--- src/rtl/sll_iter_32.sv ---
// rtl/sll_iter_32.sv - multi-cycle logical left shifter, one power-of-two stage per clock
module sll_iter_32 #(
  parameter int DATA_WIDTH = 32,
  parameter int AMT_WIDTH  = 5
) (
  input  logic                  clock,
  input  logic                  reset,
  input  logic                  ctrl_start,
  input  logic [DATA_WIDTH-1:0] data_in,
  input  logic [AMT_WIDTH-1:0]  shft_amt,
  output logic [DATA_WIDTH-1:0] data_out,
  output logic                  data_overflow,
  output logic                  data_resultRDY,
  output logic                  busy
);

  typedef enum logic [1:0] {
    IDLE  = 2'd0,
    SHIFT = 2'd1,
    DONE  = 2'd2
  } state_t;

  localparam logic [AMT_WIDTH-1:0] LAST_STAGE = AMT_WIDTH[AMT_WIDTH-1:0] - 1'b1;
  localparam logic [AMT_WIDTH-1:0] TOP_STEP   = {1'b1, {(AMT_WIDTH-1){1'b0}}};

  state_t                state;
  logic [DATA_WIDTH-1:0] work;
  logic [AMT_WIDTH-1:0]  amt;
  logic                  ovf;
  logic [AMT_WIDTH-1:0]  stage;

  logic [AMT_WIDTH-1:0]  step;
  logic                  apply;
  logic [DATA_WIDTH-1:0] lost_mask;
  logic [DATA_WIDTH-1:0] stage_work;
  logic                  stage_ovf;

  // The amount register is consumed MSB-first, so the current stage's control
  // bit is always at the top and the step halves with each stage.
  always_comb begin
    step       = TOP_STEP >> stage;
    apply      = amt[AMT_WIDTH-1];
    lost_mask  = ~({DATA_WIDTH{1'b1}} >> step);
    stage_work = work;
    stage_ovf  = ovf;
    if (apply) begin
      stage_work = work << step;
      stage_ovf  = ovf | (|(work & lost_mask));
    end
  end

  always_ff @(posedge clock or posedge reset) begin
    if (reset) begin
      state          <= IDLE;
      work           <= '0;
      amt            <= '0;
      ovf            <= 1'b0;
      stage          <= '0;
      data_out       <= '0;
      data_overflow  <= 1'b0;
      data_resultRDY <= 1'b0;
      busy           <= 1'b0;
    end else begin
      data_resultRDY <= 1'b0;
      case (state)
        IDLE, DONE: begin
          if (ctrl_start) begin
            work  <= data_in;
            amt   <= shft_amt;
            ovf   <= 1'b0;
            stage <= '0;
            busy  <= 1'b1;
            state <= SHIFT;
          end else begin
            state <= IDLE;
          end
        end
        SHIFT: begin
          // ctrl_start is deliberately ignored here; operands stay as latched.
          work <= stage_work;
          ovf  <= stage_ovf;
          amt  <= amt << 1;
          if (stage == LAST_STAGE) begin
            data_out       <= stage_work;
            data_overflow  <= stage_ovf;
            data_resultRDY <= 1'b1;
            busy           <= 1'b0;
            state          <= DONE;
          end else begin
            stage <= stage + 1'b1;
          end
        end
        default: begin
          busy  <= 1'b0;
          state <= IDLE;
        end
      endcase
    end
  end

endmodule

--- config.mk ---
export PLATFORM = sky130hd
export DESIGN_NAME = sll_iter_32
export DESIGN_NICKNAME = d
export VERILOG_FILES = /design/src/rtl/sll_iter_32.sv
export SDC_FILE = /design/constraint.sdc
export NUM_CORES = 1
export LEC_CHECK = 0
export ABC_AREA = 0
export CORE_MARGIN = 3
export CORE_UTILIZATION = 48
export CTS_CLUSTER_DIAMETER = 200
export CTS_CLUSTER_SIZE = 10
export DETAILED_ROUTE_END_ITERATION = 10
export PLACE_DENSITY_LB_ADDON = 0.2
export RECOVER_POWER = 25
export SYNTH_ARGS = -nofsm -noshare
export SYNTH_HDL_FRONTEND = slang
export SYNTH_SLANG_ARGS = --single-unit
--- constraint.sdc ---
create_clock -name clock -period 2.6 [get_ports clock]
set_input_delay 0.65 -clock clock [delete_from_list [all_inputs] [get_ports clock]]
set_output_delay 0.65 -clock clock [all_outputs]
set_load 0.1 [all_outputs]
==> results_dict.tcl, run 1 <==
set metrics [dict create \
    synth.avg_cell_area_um2 8.043 \
    yosys-top-cells-count "dfrtp_1 (80), nand2_1 (79), nor2_1 (70)" \
    hold_depth 2 \
    path_class "reg2reg" \
    skew_ns 0.009935 \
    status "finished, final reports clean" \
    ctsHoldBuffers 0 \
    start_kind "flop" \
    fp.dieH_um 110.3 \
    dp_hpwl_um 14000 \
    yosys_warnings 0 \
    ys_async_sr_fraction_pct 100.0 \
    syn_nets 691 \
    synth_area_leaders "dfrtp_1 (38%), o21ai_0 (6.4%), a21oi_1 (5.8%)" \
    ctsResizeCount 0 \
    yosys.area.top_type_share_pct 38.35 \
    cp_max_fo 13 \
    die_area_mm2 0.01216 \
    area_growth_pct 20.64 \
    worst_ep_arrival_time_ns 2.53 \
    cts_tree "yes" \
    drc_errors 0 \
    grt_pass1_wl_um 30100 \
    synth_cells 649 \
    grt_usage_pct 32.84 \
    final_area_mm2 0.006297 \
    setup-violations-final 0 \
    antenna_found_initial 0 \
    synth_edf_count 0 \
    ys_seq_elements 80 \
    netlist_area_mm2 0.005220 \
    drtIter0Drc 559 \
    max_freq_mhz 434.8 \
    clock-sinks 80 \
    maxSlewHeadroom_pct 26.78 \
    num_io_pins 75 \
    cts_root_buf "clkbuf_8" \
    worst-r2r-cell-count 7 \
    hold_violations 0 \
    fin_crit_sh_pct 88.46 \
    start_util_pct 49.89 \
    synth_ff_type "dfrtp_1" \
    placed_area_mm2 0.006097 \
    grt_overflow 0 \
    cts_inserted_buffers 9 \
    core_area_mm2 0.01046 \
    yosysMostFrequentCell "dfrtp_1" \
    min_path_type "reg2reg" \
    cts.reportedPaths.clkPinSlew_ns 0.08 \
    fillers 947 \
    synth_cell_types 69 \
    vias_per_cell 6.534 \
    first_pass_iters 7 \
    final_max_slew_viol_count 0 \
    maxCapViolations 0 \
    clock_latency_ns 0.36 \
    grt_max_degree 81 \
    required_ns 2.83 \
    postCtsSetupBuffers 0 \
    num_vias 5567 \
    yosysTopAreaCell "dfrtp_1" \
    gp_congestion 1.025 \
    antenna_cells 0 \
    tightest_slew_ns 1.098 \
    totalWireLength_um 19480 \
    rows 37 \
    placed_cells 836 \
    layout.nets 753 \
    fin_crit_ns 2.300 \
    tns_ns 0 \
    die_w_um 110.3 \
    clk_path_buf_depth 2 \
    ant_nets 0 \
    drive_above_1_share_pct 17.04 \
    stdcell_count 852 \
    rsz0062_at_grt "no" \
    routedWlPerCell_um 22.87 \
    first_global_vias 5216 \
    ys_seq_area_share_pct 38.35 \
    htreeDepth 3 \
    io_buffers 74 \
    endpoint_kind "flop" \
]
==> state kept, by name, indices dropped and copies added, names as in the netlist <==
name,cells
work,32
data_resultRDY,1
stage,5
state,2
amt,5
data_out,32
data_overflow,1
ovf,1
busy,1
==> placed cells by master, fill, tap and decap left out, drive strengths merged, types with 5 or more instances in the layout <==
master          n
a22o            7
a22oi          40
a2bb2oi         5
nand2          80
mux2i          10
nor3           10
nor2           73
clkdlybuf4s50  38
a21oi          62
o22ai          13
nor4            5
o21ai          74
buf            82
o31ai           8
dfrtp          80
a31oi          13
a221oi          7
clkbuf         12
nand3          14
==> layer usage <==
metal  vias up  track usage [%]  wire length (um)
met1      2702            46.78              8273
met2       325            50.35              8909
met5         -                0                 0
met4         0            11.17               489
met3        38            5.882              1812
li1       2502                -                 -
==> through the flow <==
stage          setup slack, ns  hold slack [ns]  utilization (%)
2_1_floorplan           0.5707           0.4624                -
3_3_place_gp            0.3857           0.4611            58.28
3_5_place_dp            0.3449           0.4644            58.28
4_1_cts                 0.3332           0.4951            60.31
5_1_grt                 0.1907           0.5064            60.19
6_report                0.3000           0.4917            60.19
==> cell type report <==
| class | count | area (um2) | share of cell area (%) |
|---|---|---|---|
| Clock buffer | 11 | 131.4 | 2.086 |
| Timing Repair Buffer | 122 | 1013 | 16.09 |
| Tap cell | 136 | 170.2 | 2.702 |
| Clock inverter | 5 | 81.33 | 1.291 |
| Multi-Input combinational cell | 491 | 2869 | 45.56 |
| Sequential cell | 80 | 2002 | 31.79 |
| Inverter | 7 | 30.03 | 0.4769 |
==> cells by family (layout without fill, tap and decap cells) <==
kind of cell	after synthesis	after routing	synth area share, %
flops	80	80	38.35
compound gates	270	270	33.84
buf+inv	78	145	6.831
mux	11	11	2.133
simple gates	206	206	18.02
xor+xnor	2	2	0.3356
fa+ha+maj	2	2	0.4793
==> critical path: stages, from the launching register on <==
cell	delay (ns)
dfrtp_1	0.55
buf_4	0.25
and2_1	0.19
a31oi_1	0.18
a2bb2oi_1	0.39
o21ai_0	0.16
a311oi_1	0.32
o21ai_1	0.12
==> worst paths after layout <==
| check | start | end | slack [ns] |
|---|---|---|---|
| min reg2reg | data_out[19] | data_out[19] | 0.49 |
| max reg2reg | stage[1] | work[20] | 0.30 |
| max | stage[1] | work[20] | 0.30 |
| min | data_out[19] | data_out[19] | 0.49 |
| max in group asynchronous | reset | stage[4] | 0.72 |
| min in group asynchronous | reset | data_out[15] | 1.16 |
Power of run 1 is not shown: default switching activity piles up to over one toggle a cycle in this logic, so the estimate is an artifact.
==> inputs of run 2 (changes only) <==
--- a/config.mk
+++ b/config.mk
@@ -16,3 +16,4 @@
 export SYNTH_ARGS = -nofsm -noshare
 export SYNTH_HDL_FRONTEND = slang
 export SYNTH_SLANG_ARGS = --single-unit
+export TNS_END_PERCENT = 20
==> results of run 2 <==
Same layout as run 1: the final DEF is identical, and so are final timing and power.
Power of run 2 is left out for the same reason.
